===== src/rtl/instr_prefetch_queue.sv =====
// Sequential instruction prefetch into a DEPTH-entry FIFO feeding IF/ID.
// Optional macro PREFETCH_BYPASS_EN forwards an ack to decode when the FIFO is empty.
module instr_prefetch_queue #(
  parameter int          DEPTH    = 4,
  parameter logic [31:0] RESET_PC = 32'h0,
  localparam int         AW       = $clog2(DEPTH),
  localparam int         CW       = $clog2(DEPTH+1)
) (
  input  logic          Clk,
  input  logic          Reset,
  input  logic          Redirect,
  input  logic [31:0]   RedirectPC,
  input  logic          Take,
  output logic          MemReq,
  output logic [31:0]   MemAddr,
  input  logic          MemAck,
  input  logic [31:0]   MemData,
  output logic          InstValid,
  output logic [31:0]   Instruction,
  output logic [31:0]   NextAddress,
  output logic [31:0]   FetchPC,
  output logic [CW-1:0] Count
);

  typedef enum logic [1:0] {
    S_IDLE,
    S_WAIT,
    S_DISCARD
  } state_e;

  localparam logic [CW-1:0] FULL = CW'(DEPTH);

  state_e        state_q, state_d;
  logic          req_q, req_d;
  logic [31:0]   addr_q, addr_d;
  logic [31:0]   pc_q, pc_d;
  logic [AW-1:0] wr_q, wr_d;
  logic [AW-1:0] rd_q, rd_d;
  logic [CW-1:0] cnt_q, cnt_d;
  logic [CW-1:0] cnt_after;

  logic [31:0]   data_mem [DEPTH];
  logic [31:0]   pc_mem   [DEPTH];

  logic          ack;
  logic          fifo_vld;
  logic          pop;
  logic          push;
  logic          byp;
  logic [31:0]   head_pc;

  assign ack      = MemAck & req_q;
  assign fifo_vld = (cnt_q != '0);
  assign pop      = Take & fifo_vld;

`ifdef PREFETCH_BYPASS_EN
  assign byp = ~fifo_vld & ack & ~Redirect
             & (state_q == S_WAIT);
`else
  assign byp = 1'b0;
`endif

  // a bypassed word taken by decode never enters the FIFO
  assign push = ack & ~Redirect
              & (state_q == S_WAIT)
              & ~(byp & Take);

  assign cnt_after = cnt_q - CW'(pop);

  always_comb begin
    state_d = state_q;
    req_d   = req_q;
    addr_d  = addr_q;
    pc_d    = pc_q;
    unique case (state_q)
      S_IDLE: begin
        if (!Redirect && cnt_after < FULL) begin
          req_d   = 1'b1;
          addr_d  = pc_q;
          state_d = S_WAIT;
        end
      end
      S_WAIT: begin
        if (ack) begin
          req_d   = 1'b0;
          pc_d    = pc_q + 32'd4;
          state_d = S_IDLE;
        end else if (Redirect) begin
          state_d = S_DISCARD;
        end
      end
      S_DISCARD: begin
        if (ack) begin
          req_d   = 1'b0;
          state_d = S_IDLE;
        end
      end
      default: state_d = S_IDLE;
    endcase
    if (Redirect) begin
      pc_d = {RedirectPC[31:2], 2'b00};
    end
  end

  always_comb begin
    if (Redirect) begin
      wr_d  = '0;
      rd_d  = '0;
      cnt_d = '0;
    end else begin
      wr_d  = wr_q + AW'(push);
      rd_d  = rd_q + AW'(pop);
      cnt_d = cnt_after + CW'(push);
    end
  end

  always_ff @(posedge Clk or negedge Reset) begin
    if (!Reset) begin
      state_q <= S_IDLE;
      req_q   <= 1'b0;
      addr_q  <= RESET_PC;
      pc_q    <= RESET_PC;
      wr_q    <= '0;
      rd_q    <= '0;
      cnt_q   <= '0;
    end else begin
      state_q <= state_d;
      req_q   <= req_d;
      addr_q  <= addr_d;
      pc_q    <= pc_d;
      wr_q    <= wr_d;
      rd_q    <= rd_d;
      cnt_q   <= cnt_d;
    end
  end

  always_ff @(posedge Clk) begin
    if (push) begin
      data_mem[wr_q] <= MemData;
      pc_mem[wr_q]   <= addr_q;
    end
  end

  always_comb begin
    InstValid   = fifo_vld;
    Instruction = fifo_vld ? data_mem[rd_q] : '0;
    head_pc     = fifo_vld ? pc_mem[rd_q] : '0;
    if (byp) begin
      InstValid   = 1'b1;
      Instruction = MemData;
      head_pc     = addr_q;
    end
    FetchPC     = head_pc;
    NextAddress = InstValid ? head_pc + 32'd4 : '0;
  end

  assign MemReq  = req_q;
  assign MemAddr = addr_q;
  assign Count   = cnt_q;

endmodule

===== config.mk =====
export PLATFORM = sky130hd
export DESIGN_NAME = instr_prefetch_queue
export DESIGN_NICKNAME = d
export VERILOG_FILES = /design/src/rtl/instr_prefetch_queue.sv
export SDC_FILE = /design/constraint.sdc
export NUM_CORES = 1
export LEC_CHECK = 0
export CELL_PAD_IN_SITES_DETAIL_PLACEMENT = 2
export CELL_PAD_IN_SITES_GLOBAL_PLACEMENT = 2
export CORE_ASPECT_RATIO = 2
export CORE_MARGIN = 3
export CORE_UTILIZATION = 49
export DETAILED_ROUTE_END_ITERATION = 12
export DONT_BUFFER_PORTS = 1
export PLACE_DENSITY_LB_ADDON = 0.1
export SETUP_SLACK_MARGIN = 0.05
export SLEW_MARGIN = 20
export SYNTH_ARGS = -nofsm -noshare
export SYNTH_HDL_FRONTEND = slang
export SYNTH_SLANG_ARGS = --single-unit
export TNS_END_PERCENT = 30

===== constraint.sdc =====
create_clock -name Clk -period 16.6 [get_ports Clk]
set_clock_uncertainty 0.15 [all_clocks]
set_input_delay 4.15 -clock Clk [delete_from_list [all_inputs] [get_ports Clk]]
set_output_delay 4.15 -clock Clk [all_outputs]
set_load 0.02 [all_outputs]

== After elaboration in Yosys (flattened, before gate mapping) ==
Memories as Yosys holds them, arrays and structs flattened.
Index checks and enable logic that the tools add are counted.

* Reductions and logical operators: 12
* Multiplexer cells: 19
* Add/subtract/negate cells: 6
* $lt $le $gt $ge: 1
* Equal/unequal tests: 6
* Bitwise logic cells: 5

{| class="wikitable"
|+ Operator list
! operator !! number
|-
| 2-to-1 mux 32 bit || 6
|-
| adder 32 x 3 -> 32 bit, second input constant || 2
|-
| 2-to-1 mux 2 bit || 6
|-
| one-hot mux 2 bit (3 select lines) || 1
|-
| AND reduction 3 bit || 2
|-
| nonzero test 2 bit || 3
|-
| adder 2 x 1 -> 2 bit || 2
|-
| bitwise AND 1 bit || 4
|-
| 2-to-1 mux 1 bit || 4
|-
| inequality test 2 bit, second input constant || 2
|-
| AND reduction 2 bit || 2
|-
| adder 3 x 1 -> 3 bit || 1
|-
| < comparator 3 bit, second input constant || 1
|-
| 2-to-1 mux 3 bit || 1
|-
| inequality test 3 bit, second input constant || 1
|-
| nonzero test 3 bit || 1
|-
| subtractor 3 x 1 -> 3 bit || 1
|-
| == test 2 x 1 -> 1 bit, second input constant || 1
|-
| == test 2 bit, second input constant || 1
|-
| zero test 2 bit || 1
|-
| inequality test 2 x 1 -> 1 bit, second input constant || 1
|-
| one-hot mux 1 bit (2 select lines) || 1
|-
| OR reduction 2 bit || 1
|-
| logical AND 1 bit || 1
|-
| other kinds (2) || 2
|}

* Word-level logic and storage cells: 58
* RAM bits: 256
* Memories: 2
* Output and inout bits: 133
* Input bits: 69
* Bits in registers: 74

{| class="wikitable"
|+ Memories
! name !! depth !! bits a word !! read ports !! clocked after memory_dff !! write ports !! RTL line !! text
|-
| data_mem || 4 || 32 || 1 || 0 || 1 || 42 || <nowiki>logic [31:0] data_mem [DEPTH];</nowiki>
|-
| pc_mem || 4 || 32 || 1 || 0 || 1 || 43 || <nowiki>logic [31:0] pc_mem [DEPTH];</nowiki>
|}

== Logic depth before layout (Yosys ltp) ==
Gate-level depths: netlist of run 1.

* Word-level depth: 7
* Depth in mapped cells: 12
* Depth with buffers taken out: 10

== Worst setup path after synthesis of run 1 ==
Ideal clock, no wire load.

* Path type: input port to flip-flop
* Start point: in Redirect
* End point: mem data_mem[2][0] (enable)
* Data arrival time: 11.028 ns
* Setup slack: 4.765 ns
* Stages: 3
* Required time: 15.793 ns
* Setup time: 0.657 ns
* Path buffers: 2
* Path through: clkbuf_1 > clkbuf_1 > nor4b_1

* Word-level cells in the longest chain between the ends: 5

{| class="wikitable"
|+ RTL lines
! element !! RTL line !! text
|-
| start: declaration || 11 || <nowiki>input logic Redirect,</nowiki>
|-
| inverter 1 bit || 64 || <nowiki>assign push = ack & ~Redirect</nowiki>
|-
| bitwise AND 1 bit || 64 ||
|-
| bitwise AND 1 bit || 65 || <nowiki>& (state_q == S_WAIT)</nowiki>
|-
| 2-to-1 mux 1 bit || 138 || <nowiki>if (push) begin</nowiki>
|-
| 2-to-1 mux 1 bit (not written as such) || 139 || <nowiki>data_mem[wr_q] <= MemData;</nowiki>
|-
| end: declaration || 42 ||
|}

Every way passes these cells.

== Worst setup path in the final report of run 1 ==
* Start point: reg rd_q[0]
* End point: out NextAddress[18]

* Word-level cells in the longest chain between the ends: 4

{| class="wikitable"
|+ RTL lines
! element !! RTL line !! text
|-
| start: declaration || 38 || <nowiki>logic [AW-1:0] rd_q, rd_d;</nowiki>
|-
| start signal: assignment || 132 || <nowiki>rd_q <= rd_d;</nowiki>
|-
| memory read (4 x 32 bit) || -- ||
|-
| 2-to-1 mux 32 bit || 147 || <nowiki>head_pc = fifo_vld ? pc_mem[rd_q] : '0;</nowiki>
|-
| named net FetchPC[3] || 21 || <nowiki>output logic [31:0] FetchPC,</nowiki>
|-
| adder 32 x 3 -> 32 bit || 154 || <nowiki>NextAddress = InstValid ? head_pc + 32'd4 : '0;</nowiki>
|-
| 2-to-1 mux 32 bit || 154 ||
|-
| end: declaration || 20 || <nowiki>output logic [31:0] NextAddress,</nowiki>
|}

The timed path passes the listed nets, and every way through them passes these cells.

==> results by group, run 1 <==
Detailed routing
  • Initial DRC count: 450
  • Drt pass-1 iters: 4
  • Avg WL per Cell: 28.42 um
  • Vias per cell: 5.966
  • Antenna Violating Nets Remaining: 0
  • Routed vias: 7243
  • Post-route DRC: 0
  • Routed wire length: 34500 um

Pwr
  • P per Cell Area: 177.1 nW/um^2
  • Worst vdd ir: 97.25 uV
  • Total Power: 0.002622 W
  • P_leak: 5.035 nW

Placed design
  • Total placed cells including tap cells: 1162
  • Detailed Place HPWL: 23000 um
  • I/O Buffers: 0
  • RD Place Congestion: 0.8010
  • Pre-CTS setup slack: 7.909 ns

CTS
  • Post_cts resized: 0
  • Skew-Pair Late Insertion Delay: 0.56 ns
  • Max Buffers Root-to-Sink: 3
  • Worst-path clk slew: 0.07 ns
  • Num Clock Sinks: 318
  • H-tree levels: 1
  • Root Driver: clkbuf_16
  • Cts hold-fix bufs: 0
  • CTS tree: built
  • Postcts setup bufs: 0
  • Num CTS Buffers: 28

Yosys
  • Synth area leaders: edfxtp_1 (55%), dfrtp_1 (13%), mux4_2 (7.9%)
  • Register area share after synthesis: 67.60%
  • Post-synth top area share: 54.73%
  • Post-synth EDFFs: 248
  • Yosys Warn Count: 0
  • Leading area contributor after synthesis: edfxtp_1
  • #FFs+latches synth: 318
  • Asr flop ratio synth: 22.01%
  • Netlist cell types: 47
  • Post-Synthesis Cells: 843
  • Synthesized cell area: 13610 sq um
  • Average cell area after synthesis: 16.14 sq um
  • Top FF cell, synth: edfxtp_1

Floorplan
  • Chip height: 241.7 um
  • # rows: 85
  • Die area: 29930 sq um
  • Starting Density: 50.18%
  • Die Wd: 123.8 um
  • Core ar.: 27120 sq um
  • IO Count: 202

Layout
  • ANT cells: 0
  • Non-Filler Instances: 1214
  • # fillers: 2416
  • Layout net count: 924
  • Share of layout cells above drive strength 1: 16.86%
  • FF/Latch Area: 9204 sq um
  • Syn-to-layout area delta: 8.772%
  • Area of the multi-input gates: 4156 sq um

Global routing
  • Initial antenna violation count: 0
  • Global-route wire length before repair: 53450 um
  • Total GRT Usage: 23.58%
  • Pin count of the biggest net entering global routing: 75
  • Vias in the first global route: 8411
  • Global-route congestion overflow total: 0

Timing
  • Setup violators final: 0
  • Crit share post-route: 55.42%
  • Slew margin rel.: 32.50%
  • Min Tclk post-route: 9.200 ns
  • Worst-margin pin slew: 1.013 ns
  • Post-route setup slack: 7.400 ns
  • Slew Viols, Final: 0
  • RSZ-0062 raised after global routing: false
  • FMAX: 108.7 MHz
  • Final setup TNS: 0 ns
  • Final Hold Fails: 0

Setup path
  • Critical path peak fanout: 49
  • Slowest stage delay, CP: 0.79 ns
  • Critical Path Sink Type: output pin
  • Crit path DAT: 4.90 ns
  • Critical Path Slowest Stage Cell: buf_4
  • Crit path cell chain: buf_4 -> mux4_1 -> and2_1 -> ha_1 -> and4_1 -> nor4b_4 -> nand4_1 -> xor2_1 -> nor2_1
  • Worst EP required: 12.30 ns
  • CP Class: register to output pin
  • Buffers plus inverters on the worst setup path: 1
  • CP Launch Type: register
  • Critical path's top delay family: simple AND/OR/NAND/NOR gates

Run status
  • Status: completed

Min path
  • Hold Path Class: register to register

Run
  • Maxcap violations: 0
## sequential cells by signal, indices dropped and copies added (netlist names)
signal	cells
wr_q	2
pc_mem	120
data_mem	128
Count	3
state_q	2
rd_q	2
pc_q	30
MemAddr	30
MemReq	1
## path summary, 6_finish.rpt
check                               from              end  slack, ns  depth (start not counted)
worst min-delay path            pc_q[31]      MemAddr[31]       0.39                          1
min in group asynchronous          Reset         pc_q[26]       3.14                          0
worst min register to register  pc_q[31]      MemAddr[31]       0.39                          1
worst max-delay path             rd_q[0]  NextAddress[18]       7.40                          9
max in group asynchronous          Reset          rd_q[0]      13.01                          0
worst max register to register  Count[2]      MemAddr[28]      12.66                         12
## cell usage after synthesis (all sizes together) (4+ instances only)
cell type and count:
edfxtp 248, dfrtp 70, nand2 65, mux4 62
and2 57, nor2 47, o21ai 37, xor2 34
mux2 33, clkbuf 22, xnor2 22, buf 21
nand3 21, inv 14, nand4 13, and3 12
ha 11, a21oi 7, nor2b 7, nor3 6
nor4 6, mux2i 5, and4 4
## kinds of logic (layout without fill, tap and decap cells)
family,after synthesis,count (layout),share of synthesized area (%)
compound gates,47,47,1.820
xor+xnor,56,56,3.604
fa+ha+maj,11,11,1.011
buf+inv,57,75,2.198
flops,318,318,67.60
mux,100,100,13.75
other cells,1,6,0.02756
simple gates,253,253,9.994
## through the flow
step | util [%] | hold WS [ns] | cell area, sq um
after floorplan | - | 0.3511 | 13630
after global placement | 51.31 | 0.3721 | 13920
after detailed placement | 51.31 | 0.3758 | 13920
after CTS | 54.58 | 0.3906 | 14800
after global routing | 54.58 | 0.4208 | 14800
final | 54.58 | 0.3891 | 14800
## layout by cell type (no fill, tap or decap), types with 4 or more instances in the layout
master,netlist,layout
a21oi_1,7,7
and2_1,57,57
and3_1,12,11
and4_1,4,4
buf_4,7,9
clkbuf_1,22,6
clkbuf_16,0,29
clkbuf_8,0,5
clkinv_2,0,6
conb_1,1,6
dfrtp_1,70,68
edfxtp_1,248,248
ha_1,11,11
inv_1,14,13
mux2_2,31,31
mux2i_1,5,5
mux4_1,14,14
mux4_2,48,48
nand2_1,64,64
nand3_1,21,21
nand4_1,12,12
nor2_1,47,46
nor2b_1,7,7
nor3_1,4,4
nor4_1,5,4
o21ai_0,36,36
xnor2_1,22,22
xor2_1,34,34
## power by group
group / internal, W / switching (W) / leakage [nW]
logic: 0.000268 / 0.000581 / 1.50
registers: 0.000978 / 0.000162 / 3.10
clock network: 0.000343 / 0.000291 / 0.432
## metal layers
| metal | vias to the layer above | share of wire (%) | global-route usage [%] |
|---|---|---|---|
| met5 | - | 0 | 0 |
| met4 | 0 | 2.6 | 7.374 |
| met3 | 57 | 6.2 | 4.793 |
| met2 | 223 | 55 | 42.90 |
| met1 | 3806 | 36 | 27.24 |
| li1 | 3157 | - | - |
## area by class of cell
cell class	instances	share of cell area, %
sequential	318	62.18
timing repair buffer	9	0.4565
clock buffer	40	5.520
inverter	14	0.3550
tap	348	2.942
clock inverter	12	0.4649
multi-input combinational	473	28.08
Note: power is estimated with default switching activity, not from simulation.
==> run 2: changes to the inputs <==
--- a/config.mk
+++ b/config.mk
@@ -9,7 +9,7 @@
 export CELL_PAD_IN_SITES_GLOBAL_PLACEMENT = 2
 export CORE_ASPECT_RATIO = 2
 export CORE_MARGIN = 3
-export CORE_UTILIZATION = 49
+export CORE_UTILIZATION = 41
 export DETAILED_ROUTE_END_ITERATION = 12
 export DONT_BUFFER_PORTS = 1
 export PLACE_DENSITY_LB_ADDON = 0.1
==> constraint.sdc (replaced) <==
create_clock -name Clk -period 7.4 [get_ports Clk]
set_clock_uncertainty 0.15 [all_clocks]
set_input_delay 1.85 -clock Clk [delete_from_list [all_inputs] [get_ports Clk]]
set_output_delay 1.85 -clock Clk [all_outputs]
set_load 0.02 [all_outputs]
==> results by group, run 2 (same netlist as run 1, synthesis figures left out) <==
CTS
  • Post_cts resized: 0
  • Postcts setup bufs: 0
  • Num CTS Buffers: 29
  • CTS tree: built
  • Root Driver: clkbuf_16
  • Skew-Pair Late Insertion Delay: 0.55 ns
  • Num Clock Sinks: 318
  • Max Buffers Root-to-Sink: 3
  • Cts hold-fix bufs: 0
  • H-tree levels: 1
  • Worst-path clk slew: 0.07 ns

Detailed routing
  • Vias per cell: 5.497
  • Drt pass-1 iters: 4
  • Routed vias: 7130
  • Avg WL per Cell: 25.53 um
  • Antenna Violating Nets Remaining: 0
  • Post-route DRC: 0
  • Initial DRC count: 454
  • Routed wire length: 33110 um

Setup path
  • FF-to-FF setup slack: 4.25 ns
  • CP Launch Type: register
  • CP Class: register to output pin
  • Critical Path Sink Type: output pin
  • Worst EP required: 5.40 ns
  • Crit path DAT: 4.21 ns
  • Critical path peak fanout: 25

Layout
  • Most common cell after layout, fill and taps aside: edfxtp_1
  • Largest register FFs: 128
  • Commonest non-fill, non-tap cells in the layout: edfxtp_1 (248), dfrtp_1 (68), nand2_1 (64)
  • Non-Filler Instances: 1297
  • ANT cells: 0
  • Reg with most FFs: data_mem
  • Final instance area: 15000 sq um
  • Regs by FF count: data_mem x128, pc_mem x120
  • Share of layout cells above drive strength 1: 16.67%
  • Syn-to-layout area delta: 10.24%
  • Layout net count: 927

Timing
  • Crit share post-route: 83.94%
  • Final Hold Fails: 0
  • Slew margin rel.: 28.97%
  • Setup violators final: 0
  • Post-route setup slack: 1.188 ns
  • Min Tclk post-route: 6.212 ns
  • FMAX: 161.0 MHz
  • Slew Viols, Final: 0
  • RSZ-0062 raised after global routing: false
  • Final setup TNS: 0 ns
  • Worst-margin pin slew: 1.065 ns

Placed design
  • Detailed Place HPWL: 22340 um
  • Placed cell areas: 14040 sq um
  • RD Place Congestion: 0.7627
  • I/O Buffers: 0
  • Total placed cells including tap cells: 1243
  • Pre-CTS setup slack: 1.593 ns

Global routing
  • Total GRT Usage: 18.81%
  • Vias in the first global route: 8423
  • Initial antenna violation count: 0
  • Global-route congestion overflow total: 0
  • Global-route wire length before repair: 51330 um
  • Pin count of the biggest net entering global routing: 75

Floorplan
  • # rows: 93
  • Die Wd: 134.8 um
  • Chip height: 263.6 um
  • IO Count: 202
  • Die area: 35540 sq um
  • Starting Density: 41.92%
  • Core ar.: 32460 sq um

Pwr
  • Worst vdd ir: 179.0 uV
  • P per Cell Area: 398.7 nW/um^2
  • P_leak: 5.083 nW
  • Total Power: 0.005981 W

Min path
  • Hold Path Class: register to register

Run
  • Maxcap violations: 0

Run status
  • Status: completed
==> run 2: per-stage QoR <==
stage / utilization [%] / hold slack (ns)
2_1_floorplan: - / 0.3511
3_3_place_gp: 43.25 / 0.3736
3_5_place_dp: 43.25 / 0.3805
4_1_cts: 46.21 / 0.3981
5_1_grt: 46.21 / 0.4141
6_report: 46.21 / 0.3910
==> run 2: metal layers <==
layer	part of all wire [%]	up-vias	global-route usage (%)
met3	5.4	49	3.939
met1	36	3729	20.14
li1	-	3174	-
met5	0	-	0
met4	2.8	0	6.088
met2	56	178	36.01
==> run 2: power breakdown <==
group	switching (W)	internal [W]	leakage, nW	total (W)
sequential	0.000374	0.00219	3.10	0.00257
combinational	0.00127	0.000610	1.51	0.00188
clock	0.000650	0.000881	0.471	0.00153
total	0.00230	0.00368	5.08	0.00598
==> run 2: final cells by class <==
class	count	area, sq um
fill	3018	17460
clock inverter	16	180.2
clock buffer	38	779.5
multi-input combinational	473	4169
sequential	318	9204
tap	427	534.3
timing repair buffer	11	82.58
inverter	14	52.55
==> run 2: worst max-delay path, cell delays in order, from the launching register on <==
cell	delay [ns]
dfrtp_4	0.73
buf_4	0.46
mux4_1	0.40
and2_1	0.34
nor3b_2	0.52
nand3_1	0.27
or3_1	0.37
a21oi_1	0.55
==> run 2: path summary, 6_finish.rpt <==
kind,end,startpoint,cells after the start
hold reg to reg,MemAddr[31],pc_q[31],1
max in group asynchronous,rd_q[0],Reset,0
min in group asynchronous,pc_q[27],Reset,0
setup reg to reg,MemAddr[26],Count[0],10
setup / recovery,NextAddress[21],rd_q[0],7
hold / removal,MemAddr[31],pc_q[31],1
